## src/rtl/imem_boot_pkg.sv

```systemverilog
// imem_boot_pkg: shared state encoding and default widths
// for the instruction-memory boot sequencer.
package imem_boot_pkg;

    localparam int ADDR_W_DEF = 8;
    localparam int DATA_W_DEF = 32;
    localparam int CNT_W_DEF  = 16;

    typedef enum logic [2:0] {
        ST_IDLE   = 3'd0,
        ST_LOAD   = 3'd1,
        ST_COMMIT = 3'd2,
        ST_RUN    = 3'd3,
        ST_HALT   = 3'd4,
        ST_ERR    = 3'd5
    } state_t;

endpackage

```

## src/rtl/imem_boot_if.sv

```systemverilog
// imem_boot_if: program word stream (valid/ready).
// Ports: s_valid, s_data (source->ctrl), s_ready (ctrl->source).
interface imem_boot_if
    import imem_boot_pkg::*;
#(
    parameter int DATA_W = DATA_W_DEF
);
    logic              s_valid;
    logic [DATA_W-1:0] s_data;
    logic              s_ready;

    modport master (
        output s_valid,
        output s_data,
        input  s_ready
    );

    modport slave (
        input  s_valid,
        input  s_data,
        output s_ready
    );
endinterface

```

## src/rtl/boot_run_timer.sv

```systemverilog
// boot_run_timer: loadable saturating cycle counter for RUN.
// Ports: clk, rst, load/limit/unbounded (latched), en, expire.
module boot_run_timer
    import imem_boot_pkg::*;
#(
    parameter int CNT_W = CNT_W_DEF
) (
    input  logic             clk,
    input  logic             rst,
    input  logic             load,
    input  logic [CNT_W-1:0] limit,
    input  logic             unbounded,
    input  logic             en,
    output logic             expire
);
    localparam logic [CNT_W-1:0] ONE = {{(CNT_W-1){1'b0}}, 1'b1};

    logic [CNT_W-1:0] cnt;
    logic [CNT_W-1:0] lim_q;
    logic             unb_q;

    always_ff @(posedge clk) begin
        if (rst) begin
            cnt   <= '0;
            lim_q <= '0;
            unb_q <= 1'b0;
        end else if (load) begin
            cnt   <= '0;
            lim_q <= limit;
            unb_q <= unbounded;
        end else if (en && (cnt != '1)) begin
            cnt <= cnt + ONE;
        end
    end

    // cnt equals the index of the current RUN cycle, so the
    // last budgeted cycle is the one where cnt == limit-1.
    assign expire = en && !unb_q && (cnt == lim_q - ONE);
endmodule

```

## src/rtl/imem_boot_ctrl.sv

```systemverilog
// imem_boot_ctrl: loads IM over a word stream with the core held
// in reset, then runs the core for run_cycles (0 = unbounded).
// Ports: CLK, RST, start, abort, len, run_cycles, s (stream slave),
// im_we/im_addr/im_wdata, core_rst, core_en, busy, done, err.
// Macro IMEM_BOOT_CHECKSUM_EN: a trailing checksum word is expected.
module imem_boot_ctrl
    import imem_boot_pkg::*;
#(
    parameter int ADDR_W = ADDR_W_DEF,
    parameter int DATA_W = DATA_W_DEF,
    parameter int CNT_W  = CNT_W_DEF
) (
    input  logic              CLK,
    input  logic              RST,
    input  logic              start,
    input  logic              abort,
    input  logic [ADDR_W:0]   len,
    input  logic [CNT_W-1:0]  run_cycles,
    imem_boot_if.slave        s,
    output logic              im_we,
    output logic [ADDR_W-1:0] im_addr,
    output logic [DATA_W-1:0] im_wdata,
    output logic              core_rst,
    output logic              core_en,
    output logic              busy,
    output logic              done,
    output logic              err
);
    localparam logic [ADDR_W:0] DEPTH = {1'b1, {ADDR_W{1'b0}}};
    localparam logic [ADDR_W:0] W_ONE = {{ADDR_W{1'b0}}, 1'b1};

    state_t          state;
    state_t          state_n;
    logic [ADDR_W:0] wcnt;
    logic [ADDR_W:0] len_q;
    logic            hs;
    logic            go;
    logic            wr;
    logic            last;
    logic            expire;

    assign hs = s.s_valid && s.s_ready;
    assign go = start && ((state == ST_IDLE) ||
                          (state == ST_HALT) ||
                          (state == ST_ERR));

`ifdef IMEM_BOOT_CHECKSUM_EN
    logic [DATA_W-1:0] sum;
    logic              sum_ok;

    // word index len is the checksum: checked, never written
    assign wr     = hs && (wcnt != len_q);
    assign last   = hs && (wcnt == len_q);
    assign sum_ok = (s.s_data == sum);
`else
    assign wr   = hs;
    assign last = hs && ((wcnt + W_ONE) == len_q);
`endif

    always_comb begin
        state_n = state;
        if (abort) begin
            state_n = ST_IDLE;
        end else begin
            unique case (state)
                ST_IDLE, ST_HALT, ST_ERR: begin
                    if (start) begin
                        unique case (1'b1)
                            (len > DEPTH): state_n = ST_ERR;
`ifndef IMEM_BOOT_CHECKSUM_EN
                            (len == '0):   state_n = ST_COMMIT;
`endif
                            default:       state_n = ST_LOAD;
                        endcase
                    end
                end
                ST_LOAD: begin
                    if (last) begin
`ifdef IMEM_BOOT_CHECKSUM_EN
                        state_n = sum_ok ? ST_COMMIT : ST_ERR;
`else
                        state_n = ST_COMMIT;
`endif
                    end
                end
                ST_COMMIT: state_n = ST_RUN;
                ST_RUN:    if (expire) state_n = ST_HALT;
                default:   state_n = ST_IDLE;
            endcase
        end
    end

    // Outputs are registered from the next state so they line
    // up with the state they describe.
    always_ff @(posedge CLK) begin
        if (RST) begin
            state     <= ST_IDLE;
            wcnt      <= '0;
            len_q     <= '0;
            im_we     <= 1'b0;
            im_addr   <= '0;
            im_wdata  <= '0;
            s.s_ready <= 1'b0;
            core_rst  <= 1'b1;
            core_en   <= 1'b0;
            busy      <= 1'b0;
            done      <= 1'b0;
            err       <= 1'b0;
        end else begin
            state <= state_n;
            im_we <= wr && !abort;
            if (wr && !abort) begin
                im_addr  <= wcnt[ADDR_W-1:0];
                im_wdata <= s.s_data;
            end
            if (go && !abort) begin
                wcnt  <= '0;
                len_q <= len;
            end else if (hs && !abort) begin
                wcnt <= wcnt + W_ONE;
            end
            s.s_ready <= (state_n == ST_LOAD);
            core_rst  <= (state_n == ST_IDLE) ||
                         (state_n == ST_LOAD) ||
                         (state_n == ST_COMMIT) ||
                         (state_n == ST_ERR);
            core_en   <= (state_n == ST_RUN);
            busy      <= (state_n == ST_LOAD) ||
                         (state_n == ST_COMMIT) ||
                         (state_n == ST_RUN);
            done      <= (state_n == ST_HALT);
            err       <= (state_n == ST_ERR);
        end
    end

`ifdef IMEM_BOOT_CHECKSUM_EN
    always_ff @(posedge CLK) begin
        if (RST) begin
            sum <= '0;
        end else if (go) begin
            sum <= '0;
        end else if (wr) begin
            sum <= sum + s.s_data;
        end
    end
`endif

    boot_run_timer #(
        .CNT_W(CNT_W)
    ) u_timer (
        .clk       (CLK),
        .rst       (RST),
        .load      (go && !abort),
        .limit     (run_cycles),
        .unbounded (run_cycles == '0),
        .en        (state == ST_RUN),
        .expire    (expire)
    );
endmodule

```

## src/flat_wrapper.sv

```systemverilog
// flat-port wrapper written by rule: the top's interface ports become plain ports
module imem_boot_ctrl_flat import imem_boot_pkg::*;
#(
    parameter int ADDR_W = ADDR_W_DEF,
    parameter int DATA_W = DATA_W_DEF,
    parameter int CNT_W  = CNT_W_DEF
)
  (CLK, RST, start, abort, len, run_cycles, im_we, im_addr, im_wdata, core_rst, core_en, busy, done, err, s_s_valid, s_s_data, s_s_ready);
  imem_boot_if #(.DATA_W(DATA_W)) s_i ();
  input  logic CLK;
  input  logic RST;
  input  logic start;
  input  logic abort;
  input  logic [ADDR_W:0] len;
  input  logic [CNT_W-1:0] run_cycles;
  output logic im_we;
  output logic [ADDR_W-1:0] im_addr;
  output logic [DATA_W-1:0] im_wdata;
  output logic core_rst;
  output logic core_en;
  output logic busy;
  output logic done;
  output logic err;
  input wire logic [$bits(s_i.s_valid)-1:0] s_s_valid;
  input wire logic [$bits(s_i.s_data)-1:0] s_s_data;
  output wire logic [$bits(s_i.s_ready)-1:0] s_s_ready;
  assign s_i.s_valid = s_s_valid;
  assign s_i.s_data = s_s_data;
  assign s_s_ready = s_i.s_ready;
  imem_boot_ctrl #(.ADDR_W(ADDR_W), .DATA_W(DATA_W), .CNT_W(CNT_W)) u_core (.CLK(CLK), .RST(RST), .start(start), .abort(abort), .len(len), .run_cycles(run_cycles), .s(s_i), .im_we(im_we), .im_addr(im_addr), .im_wdata(im_wdata), .core_rst(core_rst), .core_en(core_en), .busy(busy), .done(done), .err(err));
endmodule
```

## config.mk

```make
export PLATFORM = sky130hd
export DESIGN_NAME = imem_boot_ctrl_flat
export DESIGN_NICKNAME = d
export VERILOG_FILES = /design/src/rtl/imem_boot_pkg.sv /design/src/rtl/imem_boot_if.sv /design/src/rtl/boot_run_timer.sv /design/src/rtl/imem_boot_ctrl.sv /design/src/flat_wrapper.sv
export SDC_FILE = /design/constraint.sdc
export NUM_CORES = 1
export LEC_CHECK = 0
export CORE_MARGIN = 10
export CORE_UTILIZATION = 45
export CTS_BUF_LIST = sky130_fd_sc_hd__clkbuf_4 sky130_fd_sc_hd__clkbuf_8
export CTS_CLUSTER_SIZE = 16
export DETAILED_ROUTE_END_ITERATION = 7
export GPL_ROUTABILITY_DRIVEN = 0
export GPL_TIMING_DRIVEN = 0
export PLACE_DENSITY = 0.8
export SLEW_MARGIN = 20
export SYNTH_ARGS = -nofsm -noshare
export SYNTH_HDL_FRONTEND = slang
export SYNTH_SLANG_ARGS = --single-unit
export TNS_END_PERCENT = 100
```

## constraint.sdc

```tcl
create_clock -name CLK -period 3.1 [get_ports CLK]
set_input_delay 0.465 -clock CLK [delete_from_list [all_inputs] [get_ports CLK]]
set_output_delay 0.465 -clock CLK [all_outputs]
set_load 0.05 [all_outputs]
```

Word level (Yosys, flattened, before mapping)
Cells that the tools add are included.

word-level totals
  register bits = 101
  output and inout bits = 47
  input port bits = 62
  word-level logic and storage cells = 61

operators by class
  muxes and demuxes = 6
  add/subtract/negate cells = 3
  equality and inequality tests = 13
  magnitude comparators = 1
  reduce and logical (&&, ||, !) cells = 23

operators with widths
  operator                                                              number
  16-bit by 1-bit adder with 16-bit output, second input constant       1
  16-bit == test                                                        1
  16-bit zero test                                                      1
  16-bit inequality test, second input constant                         1
  16-bit by 1-bit subtractor with 16-bit output, second input constant  1
  3-bit by 2-bit == test with 1-bit output, second input constant       4
  3-bit == test, second input constant                                  4
  3-bit two-way mux                                                     4
  3-bit one-hot mux with 4 select lines                                 1
  9-bit by 1-bit adder with 9-bit output, second input constant         1
  9-bit == test                                                         1
  9-bit > comparator, second input constant                             1
  9-bit zero test                                                       1
  1-bit logical AND                                                     8
  1-bit logical OR                                                      7
  3-bit by 1-bit == test with 1-bit output, second input constant       2
  3-bit zero test                                                       2
  3-bit one-hot mux with 2 select lines                                 1
  3-bit OR reduction                                                    1
  1-bit zero test                                                       2
  2-bit OR reduction                                                    1

Logic depth before layout (Yosys ltp)
  depth in word-level cells = 10
  gate-level depth with buffers = 9
  gate-level depth less buffers = 9

By module
A second synthesis with hierarchy kept.

unflattened totals
  cell total of the unflattened synthesis = 560
  area total of the unflattened synthesis = 4745.8 um^2

modules (own cells, without submodules)
  module          cells each  times used  area each (um^2)  seq. area each (um^2)
  imem_boot_ctrl  337         1           2829.0            1361.3
  boot_run_timer  223         1           1916.8            660.6

Worst setup path after synthesis
Ideal clock, no wire load.

  path type = reg-to-reg
  start = register u_core.u_timer.lim_q[0]
  end = register u_core.s.s_ready
  arrival time = 2.170 ns
  setup time = 0.118 ns
  required time = 2.982 ns
  clock period less this slack = 2.288 ns
  path buffers = 0
  path slack = 0.812 ns
  stages on the path, launching flop included = 10
  cell sequence = dfxtp_1 inv_1 ha_1 nor3b_4 xnor2_1 or3_1 a2111oi_2 o311a_1 nand3_2 nor3b_1

between the ends
  cells in the longest elaborated chain, start to end = 7

RTL lines
  item                                           line                   text
  start, declared                                boot_run_timer.sv:19   logic [CNT_W-1:0] lim_q;
  start signal, assigned                         boot_run_timer.sv:29   lim_q <= limit;
  16-bit by 1-bit subtractor with 16-bit output  boot_run_timer.sv:38   assign expire = en && !unb_q && (cnt == lim_q - ONE);
  16-bit == test                                 boot_run_timer.sv:38
  1-bit logical AND                              boot_run_timer.sv:38
  3-bit two-way mux                              imem_boot_ctrl.sv:87   ST_RUN: if (expire) state_n = ST_HALT;
  3-bit one-hot mux with 4 select lines          imem_boot_ctrl.sv:65   unique case (state)
  3-bit two-way mux                              imem_boot_ctrl.sv:62   if (abort) begin
  3-bit by 1-bit == test with 1-bit output       imem_boot_ctrl.sv:122  s.s_ready <= (state_n == ST_LOAD);
  end signal, assigned                           imem_boot_ctrl.sv:122
  end, declared                                  imem_boot_if.sv:21     output s_ready

Every way passes these cells.
A chain may end at the register's enable or synchronous reset.

Worst setup path in the final report
Ends and elaborated chain as after synthesis.

==> run metrics <==
Sequential Power Share a little over half; routed len/inst about 16 um; P_int 0.00180 W; area grow syn2layout 30.6%; antenna diode count 0; post-synth top area cell dfxtp_1; Post-Syn Instances between 500 and 600; Hold EP u_core.im_wdata[15]; worst skew pair latency roughly 0.38 ns; die height approximately 120 um; worst r2r dst u_core.s.s_ready; # DRC 0; pin count of the biggest net entering global routing 18; hold_sp u_core.im_wdata[15]; post-route ant nets 0; Clock Pin Slew Worst Setup and Hold Paths 0.10 ns; # Max-Cap Violations 0; Setup TNS Final 0 ns; Final Hold Fails 0; Power Dens Cells 409 nW/um^2; DRT iter0 DRCs about 320; fin. max-slew vios 0; Worst setup EP type register; Max Fclk between 300 and 400 MHz; Crit path required time around 3.4 ns; CP max stage delay ~0.4 ns; CTS tree done; layout cell share with drive strength beyond 1 4.32%; Max H-tree Level 3; Seq/Total Area, Yosys 43.2%; Yosys cell types 54; CORE AREA 10,200 um^2; hold depth 2; fin cells between 800 and 900; post-DP HPWL between 10,000 and 15,000 um; Post-synth EDFFs 0; drt pass-1 iters 5; Synth Net Count roughly 660; part of the power in combinational logic between 10% and 20%; Worst R2R Path Depth 9; Yosys top cell area share a little over two fifths; critical path's top delay family compound AO/OA/AOI/OAI gates; Die ar. 14,900 um^2; I/O pin count around 110; vias in the first global route 4,752; status finished, final reports clean; TritonCTS Buffers 9; min Tclk post-route between 2 and 3 ns; grt total ovfl 0; CP cell instances inv_1 > ha_1 > nor3b_4 > nand3_1 > o31ai_1 > o2111ai_1 > a2111oi_4 > nand3_2 > nor3b_1; FFs w/ async S/R, synth 0%; synthesized area per cell around 7.9 um^2; LEAKAGE roughly 2.1 nW; initial antenna violation count 0; synth top area cells dfxtp_1 (43%), nand2_1 (12%), a21oi_1 (9.0%), xnor2_1 (4.7%), xor2_1 (3.6%); Bufs and invs on worst path 1; worst path arrival time 2.90 ns; Synthesis Warnings 0; CP Max Fanout 6; FF-to-FF setup slack approximately 0.47 ns; Clock Power Share a little under a third; DIE WIDTH roughly 120 um; net load switching power 0.000704 W; FP Rows 37; worst min-delay path class register to register; Routed WL about 13,000 um; CTS-repair resized insts 0; placed cell count ~840; Max VDD drop ~0.21 mV; nets@finish ~780; clock root buffer clkbuf_8; critical path launch point type register; effective utilization at floorplan between 40% and 50%; Critical-path top delay cell dfxtp_1; Vias 4,605; Clock Tree Buf Depth 2; post-synthesis cell area between 4000 and 5000 um^2; WS Path Type register to register; global-route wire length before repair ~22,000 um; total track usage 18.0%; RSZ-0062 raised after global routing no; Finish-stage setup viols 0; port buffer count around 110; final worst-path cycle share between 80% and 90%; # Post-CTS Setup Buffers 0; vias per cell around 5.4; cts hold-fix bufs 0; #FFs+latches synth ~100; Synth Flop Type dfxtp_1; Fillers 904; switching part of the total between 20% and 30%; clk sinks between 100 and 150; actual slew at the worst max-slew pin between 0.7 and 0.8 ns; Worst R2R Start u_core.u_timer.lim_q[0]; Worst slew margin between 40% and 50%; clk_skew around 0.011 ns
-- stage by stage --
stage | worst slack (ns) | instance area (um^2) | total power, W | util [%] | hold slack [ns]
floorplan | 0.812 | 4680 | 0.00158 | - | 0.446
global placement | 0.452 | 5930 | 0.00171 | 57.9 | 0.441
detailed placement | 0.411 | 5930 | 0.00173 | 57.9 | 0.446
CTS | 0.512 | 6110 | 0.00250 | 59.7 | 0.459
global route | 0.373 | 6110 | 0.00259 | 59.7 | 0.477
finish | 0.467 | 6110 | 0.00250 | 59.7 | 0.456
-- placed cells by master, fill, tap and decap left out, types with 2 or more instances in the layout --
master and instances:
xnor2_1 25, a21oi_1 84, a31oi_1 2, mux2i_1 2
buf_2 2, clkbuf_8 9, o31ai_1 4, dfxtp_1 101
ha_1 3, o21ai_0 17, nor2b_1 3, nand2b_1 6
clkbuf_1 30, clkinvlp_4 3, or2_2 2, and3_1 4
or3_1 11, nor2_1 32, nand3_1 8, nor4_1 9
nand2_1 153, nand3b_1 4, clkdlybuf4s50_1 108, a211oi_1 2
nor4_4 2, inv_1 14, xor2_1 19, o41a_1 2
a211o_1 2, nor3_1 11, o2111ai_1 2, and4_1 2
or4_1 2, nand4_1 11
-- power groups by stage --
stage / clock network (W) / registers (W) / logic, W
6_report: 0.000797 / 0.00135 / 0.000354
5_1_grt: 0.000852 / 0.00135 / 0.000385
4_1_cts: 0.000805 / 0.00135 / 0.000352
3_5_place_dp: 0 / 0.00138 / 0.000349
3_3_place_gp: 0 / 0.00138 / 0.000339
2_1_floorplan: 0 / 0.00140 / 0.000172
-- kinds of logic (layout without fill, tap and decap cells) --
family          Yosys count  count (layout)  share of synthesized area [%]
buf+inv                  47             171                           3.99
mux                       2               2                          0.428
compound gates          126             126                           15.8
xor+xnor                 44              44                           8.24
simple gates            271             271                           27.6
flops                   101             101                           43.2
fa+ha+maj                 3               3                          0.803
-- cell type report --
type | count | area [um^2] | area share [%]
flip-flops and latches | 101 | 2020 | 33.1
inverters | 14 | 52.6 | 0.860
plain buffers | 33 | 134 | 2.19
well taps | 136 | 170 | 2.79
repair buffers | 108 | 1080 | 17.7
clock buffers | 10 | 131 | 2.15
clock inverters | 6 | 47.5 | 0.779
multi-input cells | 446 | 2470 | 40.4
-- registers in the layout (all words and copies together) (netlist names) --
register,cells
u_core.wcnt,9
u_core.u_timer.lim_q,16
u_core.err,1
u_core.u_timer.cnt,16
u_core.done,1
u_core.im_wdata,32
u_core.state,3
u_core.im_addr,8
u_core.core_en,1
u_core.core_rst,1
u_core.s.s_ready,1
u_core.len_q,9
u_core.im_we,1
u_core.busy,1
u_core.u_timer.unb_q,1
-- worst max-delay path by stage --
stage                            startpoint               end  slack (ns)  cells past startpoint
floorplan           u_core.u_timer.lim_q[0]  u_core.s.s_ready        0.81                      9
global placement                      abort    u_core.wcnt[0]        0.45                      7
detailed placement                    abort    u_core.wcnt[3]        0.41                      7
CTS                 u_core.u_timer.lim_q[0]  u_core.s.s_ready        0.51                      9
global route        u_core.u_timer.lim_q[0]  u_core.s.s_ready        0.37                      9
finish              u_core.u_timer.lim_q[0]  u_core.s.s_ready        0.47                      9
-- routing by layer --
layer	part of all wire [%]	GRT usage, %
met2	48	30.4
met5	0	0
met3	10	8.42
met1	40	19.2
met4	2.3	6.78
-- cell usage after synthesis, types with 4 or more instances --
master    count
a21oi_1      84
and3_1        4
clkbuf_1     30
dfxtp_1     101
inv_1        14
nand2_1     153
nand2b_1      6
nand3_1       8
nand3b_1      4
nand4_1      11
nor2_1       32
nor3_1       11
nor4_1        9
o21ai_0      17
o31ai_1       4
or3_1        11
xnor2_1      25
xor2_1       19
-- worst register-to-register path: cells and delay by family, from the launching register on --
| family | cells | cell delay (ns) |
|---|---|---|
| AND/OR/NAND/NOR | 4 | 0.81 |
| flip-flops | 1 | 0.40 |
| adder cells (fa/ha/maj) | 1 | 0.19 |
| buffers and inverters | 1 | 0.09 |
| AO/OA/AOI/OAI | 3 | 1.04 |
(Power assumes the default switching activity.)
